### config.mk
export PLATFORM = sky130hd
export DESIGN_NAME = ula_seq
export DESIGN_NICKNAME = d
export VERILOG_FILES = /design/src/rtl/ula_seq.sv
export SDC_FILE = /design/constraint.sdc
export NUM_CORES = 1
export LEC_CHECK = 0
export ABC_AREA = 0
export CORE_UTILIZATION = 26
export DETAILED_ROUTE_END_ITERATION = 7
export PLACE_DENSITY = 0.47
export RECOVER_POWER = 50
export SLEW_MARGIN = 5
export SYNTH_ARGS = -nofsm -noshare
export SYNTH_HDL_FRONTEND = slang
export SYNTH_SLANG_ARGS = --single-unit
### constraint.sdc
create_clock -name clk -period 3.1 [get_ports clk]
set_input_delay 0.31 -clock clk [delete_from_list [all_inputs] [get_ports clk]]
set_output_delay 0.31 -clock clk [all_outputs]
set_load 0.005 [all_outputs]
### src/rtl/ula_seq.sv
// Sequential ALU: single-cycle arithmetic/logic/compare ops plus iterative multiply/divide.
// Define ULA_SEQ_MULDIV_EN to include the WIDTH-cycle shift-add multiplier and restoring divider.
module ula_seq #(
  parameter int WIDTH = 32,
  parameter int SMT_W = 5
) (
  input  logic             clk,
  input  logic             rst,
  input  logic             start,
  input  logic [WIDTH-1:0] op1,
  input  logic [WIDTH-1:0] op2,
  input  logic [SMT_W-1:0] smt,
  input  logic [4:0]       aluop,
  output logic [WIDTH-1:0] r1,
  output logic             UF,
  output logic             busy,
  output logic             done
);

  localparam logic [4:0] OP_ADD = 5'b00001;
  localparam logic [4:0] OP_SUB = 5'b00010;
  localparam logic [4:0] OP_AND = 5'b00011;
  localparam logic [4:0] OP_OR  = 5'b00100;
  localparam logic [4:0] OP_NOT = 5'b00101;
  localparam logic [4:0] OP_XOR = 5'b00110;
  localparam logic [4:0] OP_SLL = 5'b00111;
  localparam logic [4:0] OP_SRL = 5'b01000;
  localparam logic [4:0] OP_LT  = 5'b01001;
  localparam logic [4:0] OP_GT  = 5'b01010;
  localparam logic [4:0] OP_EQ  = 5'b01011;
  localparam logic [4:0] OP_NE  = 5'b01100;
  localparam logic [4:0] OP_LE  = 5'b01101;
  localparam logic [4:0] OP_GE  = 5'b01110;
  localparam logic [4:0] OP_LUP = 5'b01111;

`ifdef ULA_SEQ_MULDIV_EN
  localparam logic [4:0] OP_MUL = 5'b10000;
  localparam logic [4:0] OP_DIV = 5'b10001;
  localparam logic [SMT_W-1:0] CNT_LAST = SMT_W'(WIDTH - 1);
  localparam logic [SMT_W-1:0] CNT_ONE  = 1;

  typedef enum logic [2:0] {IDLE, EXEC, MUL, DIV, DONE} state_t;
`else
  typedef enum logic [2:0] {IDLE, EXEC, DONE} state_t;
`endif

  state_t state, nstate;

  logic [WIDTH-1:0] a_q, b_q;
  logic [SMT_W-1:0] s_q;
  logic [4:0]       op_q;
  logic [WIDTH-1:0] exec_r;
  logic             exec_uf;

`ifdef ULA_SEQ_MULDIV_EN
  logic [SMT_W-1:0]   cnt;
  logic               last;
  logic [2*WIDTH-1:0] prod, prod_nx;
  logic [WIDTH:0]     madd;
  logic [WIDTH-1:0]   quo, quo_nx, rem, rem_nx;
  logic [WIDTH:0]     shifted, diff;

  assign last = (cnt == CNT_LAST);
`endif

  always_ff @(posedge clk or posedge rst) begin
    if (rst) state <= IDLE;
    else     state <= nstate;
  end

  // busy covers DONE too, so a start coinciding with the done pulse is ignored
  always_comb begin
    nstate = state;
    busy   = 1'b0;
    done   = 1'b0;
    case (state)
      IDLE: begin
        if (start) begin
`ifdef ULA_SEQ_MULDIV_EN
          if (aluop == OP_MUL)      nstate = MUL;
          else if (aluop == OP_DIV) nstate = DIV;
          else                      nstate = EXEC;
`else
          nstate = EXEC;
`endif
        end
      end
      EXEC: begin
        busy   = 1'b1;
        nstate = DONE;
      end
`ifdef ULA_SEQ_MULDIV_EN
      MUL, DIV: begin
        busy = 1'b1;
        if (last) nstate = DONE;
      end
`endif
      DONE: begin
        busy   = 1'b1;
        done   = 1'b1;
        nstate = IDLE;
      end
      default: nstate = IDLE;
    endcase
  end

  always_comb begin
    exec_r  = '0;
    exec_uf = 1'b0;
    case (op_q)
      OP_ADD: begin
        exec_r  = a_q + b_q;
        exec_uf = (a_q[WIDTH-1] == b_q[WIDTH-1]) && (exec_r[WIDTH-1] != a_q[WIDTH-1]);
      end
      OP_SUB: begin
        exec_r  = a_q - b_q;
        exec_uf = (a_q[WIDTH-1] != b_q[WIDTH-1]) && (exec_r[WIDTH-1] != a_q[WIDTH-1]);
      end
      OP_AND: exec_r = a_q & b_q;
      OP_OR:  exec_r = a_q | b_q;
      OP_NOT: exec_r = ~a_q;
      OP_XOR: exec_r = a_q ^ b_q;
      OP_SLL: exec_r = a_q << s_q;
      OP_SRL: exec_r = a_q >> s_q;
      OP_LT:  exec_uf = (a_q <  b_q);
      OP_GT:  exec_uf = (a_q >  b_q);
      OP_EQ:  exec_uf = (a_q == b_q);
      OP_NE:  exec_uf = (a_q != b_q);
      OP_LE:  exec_uf = (a_q <= b_q);
      OP_GE:  exec_uf = (a_q >= b_q);
      OP_LUP: exec_r = b_q << (WIDTH / 2);
      default: exec_r = b_q;
    endcase
  end

`ifdef ULA_SEQ_MULDIV_EN
  // prod holds {partial sum, remaining multiplier bits}; quo shifts dividend bits out as quotient bits enter
  always_comb begin
    madd    = {1'b0, prod[2*WIDTH-1:WIDTH]} + (prod[0] ? {1'b0, a_q} : '0);
    prod_nx = {madd, prod[WIDTH-1:1]};
    shifted = {rem, quo[WIDTH-1]};
    diff    = shifted - {1'b0, b_q};
    if (!diff[WIDTH]) begin
      rem_nx = diff[WIDTH-1:0];
      quo_nx = {quo[WIDTH-2:0], 1'b1};
    end else begin
      rem_nx = shifted[WIDTH-1:0];
      quo_nx = {quo[WIDTH-2:0], 1'b0};
    end
  end
`endif

  always_ff @(posedge clk or posedge rst) begin
    if (rst) begin
      a_q  <= '0;
      b_q  <= '0;
      s_q  <= '0;
      op_q <= '0;
      r1   <= '0;
      UF   <= 1'b0;
`ifdef ULA_SEQ_MULDIV_EN
      cnt  <= '0;
      prod <= '0;
      quo  <= '0;
      rem  <= '0;
`endif
    end else begin
      if (state == IDLE && start) begin
        a_q  <= op1;
        b_q  <= op2;
        s_q  <= smt;
        op_q <= aluop;
`ifdef ULA_SEQ_MULDIV_EN
        cnt  <= '0;
        prod <= {{WIDTH{1'b0}}, op2};
        quo  <= op1;
        rem  <= '0;
`endif
      end
      if (state == EXEC) begin
        r1 <= exec_r;
        UF <= exec_uf;
      end
`ifdef ULA_SEQ_MULDIV_EN
      if (state == MUL) begin
        prod <= prod_nx;
        cnt  <= cnt + CNT_ONE;
        if (last) begin
          r1 <= prod_nx[WIDTH-1:0];
          UF <= |prod_nx[2*WIDTH-1:WIDTH];
        end
      end
      if (state == DIV) begin
        rem <= rem_nx;
        quo <= quo_nx;
        cnt <= cnt + CNT_ONE;
        if (last) begin
          r1 <= (b_q == '0) ? '1 : quo_nx;
          UF <= (b_q == '0);
        end
      end
`endif
    end
  end

endmodule

==> results by group, run 1 <==
Run status
  – Status: finished, violations left
  – Failing checks: max-capacitance violations, max-slew violations, negative setup slack

GRT
  – Antenna violations before repair: 0
  – Vias in the first global route: about 15,000
  – Overflow after GRT: 0
  – First-pass GRT wire length: 100,000 microns
  – Largest net degree at the start of global routing: 110
  – Gr usage total: 0.275

Logic synthesis
  – Simple-gate share of the synthesized area: 0.145
  – Synthesized instance count: 1,587
  – Syn Area/Cell: between 8 and 9 sq um
  – Ys Warns: 0
  – Ys async rst share: 1.00
  – Synth Cell Area: between 10,000 and 15,000 sq um
  – Synth Area in Compound Gates: 0.290
  – Post-synth cell types: 82
  – Top cells by count, synth: nor2_1 (171), a21oi_1 (127), inv_1 (126), dfrtp_1 (109), o21ai_0 (109)
  – Count leader, synth: nor2_1
  – Most used DFF post-synth: dfrtp_1
  – Post-synthesis mux area share: 0.172
  – Largest family of logic cells by synthesized area: compound AO/OA/AOI/OAI gates
  – Synth area leader: dfrtp_1
  – Number of synthesized flops with an enable pin: 0
  – Register area share after synthesis: 0.212
  – Post-synth top area share: 0.212
  – Synth Net Count: 1,770
  – XOR/XNOR Fraction of Synth Area: 0.00204
  – Adder-cell share of the synthesized area: 0.104
  – Synth area leaders: dfrtp_1 (21%), ha_1 (10%), mux2_2 (7.5%)
  – Register bit total from synthesis: about 110

Clock tree
  – CTS tree: done
  – Clock tree buffer depth: 2
  – H-tree depth: 3
  – Sink Count: between 100 and 150
  – Clock Tree Root: clkbuf_16
  – Total CTS buffers: 9
  – Clock transition at path regs: roughly 0.1 ns
  – Clock Latency Late Sink: approximately 0.43 ns

Critical path
  – Crit Path Class: flip-flop to flip-flop
  – Worst Path Arrival: 3.63 ns
  – Critical Path Sink Type: flip-flop
  – Req. time, crit path: around 3.4 ns
  – Slowest-stage cell, CP: or4_1
  – Slowest cell delay on critical path: between 0.5 and 0.6 ns
  – Crit path max fanout: 3
  – CP cell instances: inv_1 -> ha_1 -> or4_1 -> nor2_1 -> and3_1 -> a221o_2 -> a21boi_2 -> or3_4 -> a31o_2 -> a22oi_1 -> o311ai_1
  – Crit path launch type: flip-flop

Layout
  – Area delta synth->final: 45.2%
  – Layout cells sized above 1: 0.347
  – Final Util: 0.382
  – # diodes: 0
  – Layout filler cell count: 5,098
  – Reg area: between 2000 and 3000 sq um
  – Nets: approximately 2,200
  – Area of the multi-input gates: 9850 sq um

Place
  – Port Buffers: 111
  – Final GP Congestion: between 0.9 and 1
  – Post-DP HPWL: around 55,000 microns

Drt
  – Wirelength per Cell: around 26 microns
  – Drt first pass iters: 6
  – Vias per cell: between 5 and 6
  – DRT iter0 DRCs: roughly 1,300
  – Routed WL: 70,200 microns
  – Post-route ant nets: 0
  – Vias: around 15,000
  – DRC viols: 0

Run
  – Max-cap violations: 1

Floorplan
  – Num ports: about 110
  – Die Width: between 200 and 250 microns
  – Initial Util: 0.263
  – Core Area: just under 50,000 sq um
  – Die height: around 220 microns
  – Std cell rows: about 80
  – Die ar.: around 50,000 sq um

STA
  – Final Cycle Share: 1.08
  – Worst rel slew slack: -0.141
  – Slew Viols, Final: 110
  – Hold Vio Cnt, Final: 0
  – Final worst setup slack: -0.249 ns
  – Final setup viols: 10
  – Post-layout min period: 3.35 ns
  – RSZ-0062 raised after global routing: true
  – FMAX: roughly 0.3 GHz
  – Worst-Margin Slew: 1.71 ns
  – Skew final: about 0.029 ns

Worst hold path
  – HP Class: input pin to flip-flop
## layout by cell type (no fill, tap or decap), types with 15 or more instances in the layout
| cell | count |
|---|---|
| a211oi_1 | 15 |
| a21o_1 | 15 |
| a21oi_1 | 117 |
| a221o_1 | 15 |
| a221oi_1 | 30 |
| a22oi_1 | 16 |
| buf_4 | 397 |
| clkdlybuf4s50_1 | 105 |
| dfrtp_1 | 102 |
| ha_1 | 90 |
| inv_1 | 118 |
| mux2_2 | 85 |
| mux2i_1 | 45 |
| mux4_2 | 35 |
| nand2_1 | 73 |
| nand2b_1 | 19 |
| nand3_1 | 25 |
| nor2_1 | 162 |
| nor3_1 | 31 |
| o211ai_1 | 30 |
| o21ai_0 | 97 |
| o221ai_1 | 17 |
| o22ai_1 | 34 |
## final cells by class
cell class                      count  share of cell area
Clock inverter                      5             0.00188
Tap cell                          664              0.0445
Timing Repair Buffer              533               0.240
Inverter                          128              0.0259
Multi-Input combinational cell   1229               0.528
Clock buffer                       10              0.0128
Sequential cell                   109               0.147
## flip-flops by register name, indices dropped and copies added, names as in the netlist
signal  cells
a_q        32
state       2
b_q        32
UF          1
op_q        5
s_q         5
r1         32
## per-stage QoR
step                hold WS, ns  instance area, sq um  TNS [ns]  setup slack (ns)  instances
floorplan                 0.461                 12900         0            0.0125       1587
global placement          0.498                 17500     -3.70            -0.331       2642
detailed placement        0.510                 17500     -3.83            -0.412       2642
CTS                       0.481                 18100    -0.840            -0.157       2667
global route              0.491                 18700     -2.69            -0.282       2678
finish                    0.494                 18700    -0.966            -0.249       2678
## logic make-up (layout without fill, tap and decap cells)
kind of cell	after synthesis	after routing
mux	166	166
buf+inv	249	676
flops	109	109
compound gates	550	550
simple gates	404	404
fa+ha+maj	106	106
xor+xnor	3	3
## worst max-delay path, delay by kind of cell, from the launching register on
kind | cells | cell delay [ns]
AO/OA/AOI/OAI | 5 | 0.96
adder cells (fa/ha/maj) | 1 | 0.37
buffers and inverters | 1 | 0.11
flip-flops | 1 | 0.43
AND/OR/NAND/NOR | 4 | 1.36
## what timing repair did
item | 4_1_cts | 5_1_grt
cloned | 0 | 0
hold buffers | 0 | 0
setup endpoints to repair | 21 | 26
pin swaps | 37 | 46
resized for setup | 63 | 96
setup buffers | 13 | 11
## final timing paths
path / cells past startpoint / slack [ns] / to / from
setup / recovery: 11 / -0.25 / r1[30] / a_q[20]
hold / removal: 2 / 0.49 / b_q[3] / op2[3]
setup reg to reg: 11 / -0.25 / r1[30] / a_q[20]
hold reg to reg: 2 / 0.51 / r1[4] / r1[4]
max in group asynchronous: 3 / 0.81 / s_q[0] / rst
min in group asynchronous: 3 / 0.99 / a_q[5] / rst
## layer usage
metal  up-vias  track usage  share of wire
met4         0       0.0829          0.029
met1      7468        0.386           0.45
met2       673        0.423           0.44
met3        98       0.0559          0.079
li1       6759            -              -
met5         -            0              0
Power of run 1 is left out: the tool's default activity adds up to more than one toggle a clock period on the data nets, which glitch-free logic cannot reach.
==> run 2: changes to the inputs <==
Settings changed: PLACE_DENSITY 0.47 to 0.45.
Clock period 3.1 ns to 3.9 ns, I/O delays scaled along.
==> run 2 against run 1 <==
Compared with the run above:
- the flow finishes with violations (max-capacitance violations, max-slew violations)
- critical path depth increased by 2
- fmax decreased by 9.4%
- sequential share of layout area increased by 2.7 points
- via count decreased by 7.3%
- cell count decreased by 11%
- critical path type unchanged
- largest cell class unchanged
==> results by group, run 2 (same netlist as run 1, synthesis figures left out) <==
Floorplan
  – Num ports: 112 (unchanged)
  – Core Area: 48,800 sq um (unchanged)
  – Die Width: 224 microns (unchanged)
  – Initial Util: 0.263 (unchanged)
  – Std cell rows: 81 (unchanged)
  – Die ar.: 50,300 sq um (unchanged)
  – Die height: 224 microns (unchanged)

GRT
  – Antenna violations before repair: 1 (+1)
  – First-pass GRT wire length: 95,400 microns (-5.0%)
  – Busiest metal layer after global routing: met2
  – Largest net degree at the start of global routing: 66 (-40%)
  – Met3 usage in global routing: 0.0506 (-0.00536)
  – Grt met2 use: 0.389 (-0.0338)
  – Gr usage total: 0.260 (-0.0151)
  – Overflow after GRT: 0 (unchanged)
  – M1 GR Usage: 0.372 (-0.0146)
  – Vias in the first global route: 13,400 (-8.5%)

Clock tree
  – Clock Latency Late Sink: 0.41 ns (-0.02 ns)
  – Hold-fix buffers at CTS: 0 (unchanged)
  – Total CTS buffers: 9 (unchanged)
  – Clock Tree Root: clkbuf_16
  – Clock tree buffer depth: 2 (unchanged)
  – H-tree depth: 3 (unchanged)
  – Clock transition at path regs: 0.09 ns (about the same)
  – Sink Count: 109 (unchanged)
  – CTS tree: done

STA
  – Final Cycle Share: 0.948 (-0.133)
  – Final setup viols: 0 (-10)
  – Hold Vio Cnt, Final: 0 (unchanged)
  – Worst rel slew slack: -0.109 (+0.0325)
  – Worst-Margin Slew: 1.66 ns (-0.0488 ns)
  – Post-layout min period: 3.70 ns (+0.346 ns)
  – RSZ-0062 raised after global routing: false
  – Skew final: 0.0198 ns (-0.00898 ns)
  – FMAX: 0.271 GHz (-9.4%)
  – Slew Viols, Final: 88 (-20%)

Critical path
  – Crit path max fanout: 4 (+1)
  – Crit path launch type: flip-flop
  – CP cell instances: inv_1 -> ha_1 -> a21oi_1 -> o311ai_1 -> buf_4 -> and4_1 -> nor2_1 -> o31ai_2 -> o21ai_0 -> xnor2_1 -> nor3_1 -> a311oi_1 -> o32ai_1
  – Crit Path Class: flip-flop to flip-flop
  – Worst Path Arrival: 4.01 ns (+0.38 ns)
  – CP top delay family: compound AO/OA/AOI/OAI gates
  – Slowest-stage cell, CP: o31ai_2
  – Worst Path Buf+Inv: 2 (+1)
  – Req. time, crit path: 4.22 ns (+0.84 ns)
  – Critical Path Sink Type: flip-flop
  – Slowest cell delay on critical path: 0.52 ns (-0.04 ns)

Layout
  – Nets: 1,908 (-13%)
  – Area delta synth->final: 22.4%
  – Layout cells sized above 1: 0.182 (-0.164)
  – Most common cell after layout, fill and taps aside: nor2_1
  – # diodes: 0 (unchanged)
  – Layout Cells excl Fill: 2,394 (-11%)
  – Final Util: 0.322 (-0.0601)
  – Most frequent cells in the layout: nor2_1 (168), buf_4 (132), a21oi_1 (127), inv_1 (125), o21ai_0 (107)
  – Top flop regs: a_q (32), b_q (32), r1 (32)
  – Layout filler cell count: 5,357 (+5.1%)

Place
  – # placed instances: 2,378 (-10%)
  – Port Buffers: 111 (unchanged)
  – Final GP Congestion: 0.980 (-0.37%)
  – Post-DP HPWL: 52,100 microns (-6.1%)

Drt
  – Routed WL: 65,900 microns (-6.1%)
  – Drt first pass iters: 7 (+1)
  – DRC viols: 0 (unchanged)
  – Vias per cell: 5.81 (+3.7%)
  – Vias: 13,900 (-7.3%)
  – Wirelength per Cell: 27.5 microns (+5.0%)
  – Post-route ant nets: 0 (unchanged)
  – DRT iter0 DRCs: 1,543 (+16%)

Run status
  – Status: finished, violations left
  – Failing checks: max-capacitance violations, max-slew violations

Run
  – Max-cap violations: 2 (+1)

Worst hold path
  – HP Class: flip-flop to flip-flop
[run 2: per-stage QoR]
step / hold slack [ns] / setup slack, ns / area (sq um) / setup TNS (ns)
2_1_floorplan: 0.505 / 0.636 / 12900 / 0
5_1_grt: 0.538 / 0.00810 / 15700 / 0
3_3_place_gp: 0.495 / -0.0583 / 15400 / -0.0583
3_5_place_dp: 0.501 / 0.00263 / 15400 / 0
4_1_cts: 0.320 / 0.114 / 15700 / 0
6_report: 0.516 / 0.204 / 15700 / 0
[run 2: final cells by class]
type                       count  area [sq um]  area share
multi-input combinational   1229          9210       0.585
clock buffer                  13           260      0.0165
clock inverter                 3          43.8     0.00278
inverter                     128           482      0.0306
timing repair buffer         248          2170       0.138
tap                          664           831      0.0528
sequential                   109          2740       0.174
[run 2: worst register-to-register path, stage by stage (launching register included)]
cell and delay, ns:
dfrtp_1 0.35, inv_1 0.10, ha_1 0.44, a21oi_1 0.15, o311ai_1 0.43, buf_4 0.20
and4_1 0.24, nor2_1 0.14, o31ai_2 0.52, o21ai_0 0.31, xnor2_1 0.19, nor3_1 0.19
a311oi_1 0.07, o32ai_1 0.29
[run 2: repair_timing]
item | CTS | global route
hold endpoints to repair | 0 | 0
resized for setup | 2 | 7
setup buffers | 0 | 0
setup endpoints to repair | 1 | 8
[run 2: per-layer routing]
metal	part of all wire	vias up
li1	-	6188
met1	0.46	6899
met2	0.43	706
met3	0.083	106
met4	0.029	2
met5	0.00014	-
[run 2: path summary, 6_finish.rpt]
| path | startpoint | to | slack [ns] | cells after the start |
|---|---|---|---|---|
| worst max-delay path | a_q[1] | UF | 0.20 | 13 |
| worst min-delay path | r1[1] | r1[1] | 0.52 | 2 |
| worst max register to register | a_q[1] | UF | 0.20 | 13 |
| worst min register to register | r1[1] | r1[1] | 0.52 | 2 |
| max in group asynchronous | rst | b_q[11] | 0.93 | 3 |
| min in group asynchronous | rst | a_q[4] | 0.68 | 2 |
Power of run 2 is left out for the same reason.
